===== config.mk =====
export PLATFORM = sky130hd
export DESIGN_NAME = ro_freq_counter
export DESIGN_NICKNAME = d
export VERILOG_FILES = /design/src/rtl/ro_meas_pkg.sv /design/src/rtl/ro_edge_sync.sv /design/src/rtl/ro_freq_counter.sv
export SDC_FILE = /design/constraint.sdc
export NUM_CORES = 1
export LEC_CHECK = 0
export CORE_AREA = 2 2 75 77
export CTS_BUF_LIST = sky130_fd_sc_hd__clkbuf_8
export DETAILED_ROUTE_END_ITERATION = 12
export DIE_AREA = 0 0 77 79
export DONT_BUFFER_PORTS = 1
export MAX_ROUTING_LAYER = met4
export PLACE_DENSITY = 0.77
export SETUP_SLACK_MARGIN = 0.4
export SYNTH_ARGS = -nofsm -noshare
export SYNTH_HDL_FRONTEND = slang
export SYNTH_SLANG_ARGS = --single-unit

===== constraint.sdc =====
create_clock -name wb_clk_i -period 6.6 [get_ports wb_clk_i]
set_input_delay 1.32 -clock wb_clk_i [delete_from_list [all_inputs] [get_ports wb_clk_i]]
set_output_delay 1.32 -clock wb_clk_i [all_outputs]
set_load 0.03 [all_outputs]

===== src/rtl/ro_meas_pkg.sv =====
// Shared definitions for the ring-oscillator measurement blocks:
// measurement FSM states and the default counter widths.
package ro_meas_pkg;

  localparam int GATE_W_DEF = 16;
  localparam int CNT_W_DEF  = 24;

  typedef enum logic [1:0] {
    ST_IDLE  = 2'd0,
    ST_ARM   = 2'd1,
    ST_COUNT = 2'd2,
    ST_DONE  = 2'd3
  } meas_state_e;

  // A measurement is in progress while arming or counting.
  function automatic logic state_is_busy(input meas_state_e st);
    return (st == ST_ARM) || (st == ST_COUNT);
  endfunction

endpackage


===== src/rtl/ro_edge_sync.sv =====
// Two-flop synchronizer plus rising-edge detector for one oscillator tap.
// rise is high for one cycle when the synchronized input goes 0 -> 1.
module ro_edge_sync (
  input  logic clk,
  input  logic rst_n,
  input  logic sig,
  output logic rise
);

  logic sync1_r;
  logic sync2_r;
  logic prev_r;

  // Bring the asynchronous input into the clock domain and keep its last value.
  always_ff @(posedge clk or negedge rst_n) begin
    if (!rst_n) begin
      sync1_r <= 1'b0;
      sync2_r <= 1'b0;
      prev_r  <= 1'b0;
    end else begin
      sync1_r <= sig;
      sync2_r <= sync1_r;
      prev_r  <= sync2_r;
    end
  end

  assign rise = sync2_r & ~prev_r;

endmodule


===== src/rtl/ro_freq_counter.sv =====
// Gated rising-edge counter for the selected ring-oscillator tap.
// Counts synchronized edges over a programmable window of system clocks
// and presents the saturating result with a valid/ack handshake.
module ro_freq_counter
  import ro_meas_pkg::*;
#(
  parameter int GATE_W = GATE_W_DEF,
  parameter int CNT_W  = CNT_W_DEF
) (
  input  logic              wb_clk_i,
  input  logic              wb_rst_ni,
  input  logic              ro_sig_i,
  input  logic              start_i,
  input  logic [GATE_W-1:0] gate_len_i,
  input  logic              ack_i,
  output logic [CNT_W-1:0]  count_o,
  output logic              valid_o,
  output logic              overflow_o,
  output logic              busy_o
);

  localparam logic [CNT_W-1:0]  CNT_MAX   = {CNT_W{1'b1}};
  localparam logic [CNT_W-1:0]  CNT_ZERO  = {CNT_W{1'b0}};
  localparam logic [CNT_W-1:0]  CNT_ONE   = {{(CNT_W-1){1'b0}}, 1'b1};
  localparam logic [GATE_W-1:0] GATE_ZERO = {GATE_W{1'b0}};
  localparam logic [GATE_W-1:0] GATE_ONE  = {{(GATE_W-1){1'b0}}, 1'b1};

  meas_state_e       state_r;
  meas_state_e       state_s;
  logic [GATE_W-1:0] gate_len_r;
  logic [GATE_W-1:0] gate_cnt_r;
  logic [CNT_W-1:0]  edge_cnt_r;
  logic              overflow_r;
  logic              valid_r;
  logic              busy_r;
  logic              rise_s;
  logic              start_ok_s;

  ro_edge_sync u_edge_sync (
    .clk   (wb_clk_i),
    .rst_n (wb_rst_ni),
    .sig   (ro_sig_i),
    .rise  (rise_s)
  );

  // A start is only accepted when no measurement is running.
  assign start_ok_s = start_i && ((state_r == ST_IDLE) || (state_r == ST_DONE));

  // Next-state logic; a start in DONE wins over a simultaneous ack.
  always_comb begin
    state_s = state_r;
    case (state_r)
      ST_IDLE: begin
        if (start_i) state_s = ST_ARM;
        else         state_s = ST_IDLE;
      end
      ST_ARM: begin
        if (gate_len_r != GATE_ZERO) state_s = ST_COUNT;
        else                         state_s = ST_DONE;
      end
      ST_COUNT: begin
        if (gate_cnt_r == GATE_ONE) state_s = ST_DONE;
        else                        state_s = ST_COUNT;
      end
      ST_DONE: begin
        if (start_i)    state_s = ST_ARM;
        else if (ack_i) state_s = ST_IDLE;
        else            state_s = ST_DONE;
      end
      default: state_s = ST_IDLE;
    endcase
  end

  // State register plus valid/busy flags registered from the next state.
  always_ff @(posedge wb_clk_i or negedge wb_rst_ni) begin
    if (!wb_rst_ni) begin
      state_r <= ST_IDLE;
      valid_r <= 1'b0;
      busy_r  <= 1'b0;
    end else begin
      state_r <= state_s;
      valid_r <= (state_s == ST_DONE);
      busy_r  <= state_is_busy(state_s);
    end
  end

  // Latch the window length on an accepted start; run the gate counter down.
  always_ff @(posedge wb_clk_i or negedge wb_rst_ni) begin
    if (!wb_rst_ni) begin
      gate_len_r <= GATE_ZERO;
      gate_cnt_r <= GATE_ZERO;
    end else begin
      if (start_ok_s) begin
        gate_len_r <= gate_len_i;
      end
      if (state_r == ST_ARM) begin
        gate_cnt_r <= gate_len_r;
      end else if (state_r == ST_COUNT) begin
        gate_cnt_r <= gate_cnt_r - GATE_ONE;
      end
    end
  end

  // Saturating edge counter with sticky overflow, both cleared while arming.
  always_ff @(posedge wb_clk_i or negedge wb_rst_ni) begin
    if (!wb_rst_ni) begin
      edge_cnt_r <= CNT_ZERO;
      overflow_r <= 1'b0;
    end else begin
      if (state_r == ST_ARM) begin
        edge_cnt_r <= CNT_ZERO;
        overflow_r <= 1'b0;
      end else if ((state_r == ST_COUNT) && rise_s) begin
        if (edge_cnt_r == CNT_MAX) overflow_r <= 1'b1;
        else                       edge_cnt_r <= edge_cnt_r + CNT_ONE;
      end
    end
  end

  assign count_o    = edge_cnt_r;
  assign overflow_o = overflow_r;
  assign valid_o    = valid_r;
  assign busy_o     = busy_r;

endmodule


==> results.md <==
Power and ir drop:
- The power share of the combinational group is under 10%.
- In this run, the clock network consumes 35.7% of the power.
- The maximum resistive drop on vdd is 0.158 mV.
- Summed over all cells, the static leakage comes to 1.41 nW.
- Cell internal power was estimated by the tool at 0.590 mW.
- The switching portion of total power is 27.8%.
- The part of the total power dissipated in sequential elements is 58.8%.
- The total power per unit cell area is 239 mW/mm2.
- Summed over all nets, the switching power comes to 0.227 mW.

Layout:
- The number of filler instances in the final layout is 448.
- The share of the core filled with cells is between 60 and 70%.
- After the last flow step, the layout net total stands at 352.
- The number of diodes is 0.
- In the final layout, the share of cells above drive strength 1 is 12.2%.
- The count of cells in the finished layout, fillers not included, comes to 399.
- Compared with the post-synthesis result, the final layout area differs by 6.20%.

CTS:
- TritonCTS built the clock tree.
- Post-CTS timing repair inserted 0 buffers for setup.
- The total clock sinks is 64.
- Counting the buffers created by CTS gives 9.
- The maximum clock insertion buffer count is 2.
- The count of hold buffers inserted by post-cts repair is 0.
- The clock input transition at the sequential cells of the worst setup and hold paths is 70 ps.
- The insertion delay to the later sink of the worst-skew pair is about 340 ps.
- The H-tree depth reported by CTS is 3.
- The post-cts gate resize count is 0.
- In this run the clock root is driven by a sky130_fd_sc_hd__clkbuf_8.

Drt:
- After detailed routing, the wire length on met1 is 2840 um.
- The highest metal layer with signal wires is met4.
- The number of vias in the routed layout is 2475.
- In this run the remaining antenna-violating nets after routing total 0.
- The detailed-router iteration count before antenna repair is 4.
- The routed via count divided by cell count is 6.20.
- The routed wire length per instance is 15.9 um.
- The number of design rule violations left after detail routing is 0.
- The met3 wirelength from detailed routing is between 400 and 500 um.
- In this run, the number of DRC markers left after iteration 0 of detailed routing was ~130.
- The met2 layer wire length in the routed design is slightly above 3000 um.
- The post-detailed-routing wire length is 6350 um.

Logic synthesis:
- The number of synthesized flops with an enable pin is 0.
- The cell count after synthesis is 325.
- Yosys printed 0 warnings.
- The sequential share of the synthesized area is between 40% and 50%.
- The synthesized design contains 64 register bits.
- The synthesized netlist contains 50 unique library cells.
- The most used flip-flop cell after synthesis is sky130_fd_sc_hd__dfrtp_1.
- The share of synthesized flip-flops with an asynchronous set or reset is 100%.
- The mapped cell area is 0.00323 mm2.
- When the netlist entered floorplanning its net count stood at 354.
- The average instance in the mapped netlist occupies 9.93 um2.

STA:
- The shortest clock period the worst path allows after layout is 2840 ps.
- In the final timing run, aggregate negative setup slack is 0 ps.
- The largest clock skew in the final design is 8.68 ps.
- In the finished design, the share of the clock period the worst path needs comes to 43.1%.
- After layout, the worst setup slack is 3760 ps.
- The final-report max-slew violation count is 0.
- Hold timing on the final database bottoms out at a slack of approximately 370 ps.
- The relative slew slack is 17.6%.
- The measured slew at the worst slew-check pin is 1230 ps.
- Derived from the worst setup path, the maximum achievable clock frequency is between 300 and 400 MHz.
- The number of endpoints with negative hold slack in the final report is 0.
- Setup repair after global routing left no endpoint under its margin.
- Setup violations remaining at the end of the flow were counted as 0.

Global route:
- The via count of the first global-routing pass was 2248.
- For this run, the total global-route usage over all layers was measured as 23.3%.
- The pin count of the biggest net entering global routing is 65.
- The final global-route overflow total is 0.
- The wire length of the first global-routing pass is 10700 um.
- The initial antenna violation count was 0.

Hold path:
- The path category of the worst min-delay check is flip-flop to flip-flop.
- The worst hold path passes through 0 cells.

Critical path:
- The critical path required time is 6820 ps.
- The maximum fanout encountered on the critical timing path is 26.
- The type of element capturing the critical path is a flip-flop.
- The destination of the critical timing path is busy_o.
- Tracing the worst setup path back leads to its startpoint at state_r[1].
- The endpoint identified for the worst register-to-register timing path is busy_o.
- The start of the worst register-to-register path is state_r[1].
- The critical path in this run is classified as flip-flop to flip-flop.
- Data arrives at the worst endpoint at between 3000 and 4000 ps.
- The slack of the worst reg-to-reg path is 3760 ps.
- Measured in cells, the most critical reg-to-reg path has a length of 9.
- STA classifies the critical path startpoint as a flip-flop.

Floorplanning:
- For this configuration, the core starts out at a cell density of 60.5%.
- The chip width is 77 um.
- During I/O placement, the number of pins put on the boundary was 48.
- In this run the standard cell core region covers between 0.005 and 0.006 mm2.
- The die height is 79 um.
- The die covers 0.00608 mm2.
- The number of rows in the core area is 27.

Placed design:
- Once placement completed, the tool counted placed cells totaling between 300 and 400.
- The estimated wirelength of the detail-placed design is about 4300 um.
- The global placer's final weighted congestion is 0.880.
- The number of port buffers is 0.
- OpenSTA, run right after detailed placement, puts the worst setup slack at 3740 ps.

Job:
- The number of maximum-capacitance violations is 0.

Outcome:
- The flow ran to the end, and the final reports show no timing, DRC or antenna violations.
power by group through the flow:
stage,registers (mW),logic [mW],clock network [mW]
final,0.481,0.0444,0.292
after global routing,0.484,0.0512,0.319
after CTS,0.480,0.0449,0.303
after detailed placement,0.487,0.0443,0
after global placement,0.486,0.0431,0
after floorplan,0.478,0.0382,0
through the flow:
step / instance area [um2] / total power, mW
floorplan: 3230 / 0.516
CTS: 3430 / 0.828
finish: 3430 / 0.818
global route: 3430 / 0.854
global placement: 3260 / 0.529
detailed placement: 3260 / 0.532
per-layer routing:
layer / vias to the layer above / track usage (%)
met2: 81 / 36.0
met1: 1198 / 28.5
met3: 4 / 7.27
li1: 1192 / -
met4: 0 / 10.5
met5: - / -
critical path, stage by stage, from the launching register on:
cell and delay, ps:
sky130_fd_sc_hd__dfrtp_1 420, sky130_fd_sc_hd__inv_1 90, sky130_fd_sc_hd__ha_1 760, sky130_fd_sc_hd__buf_4 390, sky130_fd_sc_hd__nor2b_1 220, sky130_fd_sc_hd__nand4_1 110, sky130_fd_sc_hd__o22ai_1 200, sky130_fd_sc_hd__a21oi_1 60
sky130_fd_sc_hd__a21oi_1 210, sky130_fd_sc_hd__ha_1 270
area by class of cell:
class	count	area, um2	share of cell area [%]
Sequential cell	64	1600	46.7
Multi-Input combinational cell	234	1510	43.9
Clock buffer	11	151	4.42
Tap cell	72	90.1	2.63
Inverter	12	45.0	1.31
Clock inverter	4	20.0	0.584
Timing Repair Buffer	2	15.0	0.438
registers in the layout, summed over array words and instances, names as in the netlist:
signal / cells
gate_len_r: 16
state_r: 2
u_edge_sync.prev_r: 1
count_o: 24
valid_o: 1
u_edge_sync.sync1_r: 1
gate_cnt_r: 16
busy_o: 1
u_edge_sync.sync2_r: 1
overflow_o: 1
placed cells by master, fill, tap and decap left out, types with 4 or more instances in the layout:
| cell | synthesis | final |
|---|---|---|
| sky130_fd_sc_hd__a21oi_1 | 31 | 31 |
| sky130_fd_sc_hd__mux2_2 | 16 | 16 |
| sky130_fd_sc_hd__ha_1 | 8 | 8 |
| sky130_fd_sc_hd__dfrtp_1 | 64 | 64 |
| sky130_fd_sc_hd__nor2_1 | 27 | 27 |
| sky130_fd_sc_hd__nand3_1 | 8 | 8 |
| sky130_fd_sc_hd__a211oi_1 | 4 | 4 |
| sky130_fd_sc_hd__o21ai_0 | 21 | 21 |
| sky130_fd_sc_hd__nand2_1 | 19 | 19 |
| sky130_fd_sc_hd__nor3_1 | 12 | 12 |
| sky130_fd_sc_hd__clkinv_2 | 0 | 4 |
| sky130_fd_sc_hd__nor4_1 | 10 | 10 |
| sky130_fd_sc_hd__clkbuf_8 | 0 | 11 |
| sky130_fd_sc_hd__o22ai_1 | 6 | 6 |
| sky130_fd_sc_hd__nand4_1 | 9 | 9 |
| sky130_fd_sc_hd__inv_1 | 11 | 11 |
| sky130_fd_sc_hd__or3_1 | 8 | 8 |
| sky130_fd_sc_hd__xnor2_1 | 11 | 11 |
cell usage after synthesis, types with 2 or more instances:
master                      number  area [um2]
sky130_fd_sc_hd__a211oi_1        4        30.0
sky130_fd_sc_hd__a21o_1          2        15.0
sky130_fd_sc_hd__a21oi_1        31         155
sky130_fd_sc_hd__a31oi_1         2        12.5
sky130_fd_sc_hd__a41oi_1         2        17.5
sky130_fd_sc_hd__and3_1          3        18.8
sky130_fd_sc_hd__and4_1          2        17.5
sky130_fd_sc_hd__buf_6           2        22.5
sky130_fd_sc_hd__clkbuf_1       10        37.5
sky130_fd_sc_hd__dfrtp_1        64        1600
sky130_fd_sc_hd__ha_1            8         100
sky130_fd_sc_hd__inv_1          11        41.3
sky130_fd_sc_hd__mux2_2         16         180
sky130_fd_sc_hd__mux2i_1         3        30.0
sky130_fd_sc_hd__nand2_1        19        71.3
sky130_fd_sc_hd__nand3_1         8        40.0
sky130_fd_sc_hd__nand4_1         9        56.3
sky130_fd_sc_hd__nor2_1         27         101
sky130_fd_sc_hd__nor3_1         12        60.1
sky130_fd_sc_hd__nor4_1         10        62.6
sky130_fd_sc_hd__o21ai_0        21         105
sky130_fd_sc_hd__o22a_1          2        17.5
sky130_fd_sc_hd__o22ai_1         6        37.5
sky130_fd_sc_hd__o2bb2ai_1       2        17.5
sky130_fd_sc_hd__o31ai_1         3        22.5
sky130_fd_sc_hd__or3_1           8        50.1
sky130_fd_sc_hd__or3_2           2        15.0
sky130_fd_sc_hd__or4_1           3        22.5
sky130_fd_sc_hd__or4_4           2        22.5
sky130_fd_sc_hd__xnor2_1        11        96.3
how the worst min path moves through the flow:
stage / startpoint / end / slack, ps
6_report: u_edge_sync.sync1_r / u_edge_sync.sync2_r / 370
5_1_grt: u_edge_sync.sync1_r / u_edge_sync.sync2_r / 380
4_1_cts: u_edge_sync.sync2_r / u_edge_sync.prev_r / 380
3_5_place_dp: u_edge_sync.sync2_r / u_edge_sync.prev_r / 360
3_3_place_gp: u_edge_sync.sync2_r / u_edge_sync.prev_r / 360
2_1_floorplan: u_edge_sync.sync1_r / u_edge_sync.sync2_r / 330
cell families after synthesis:
family                     synth area share (%)
AOI/OAI and AO/OA                          15.0
xor gates and xnor gates                   2.98
adders and majority gates                  3.10
buffers and inverters                      3.76
DFF                                        49.6
muxes                                      6.51
and+or+nand+nor                            19.0
Note: power is estimated with default switching activity, not from simulation.
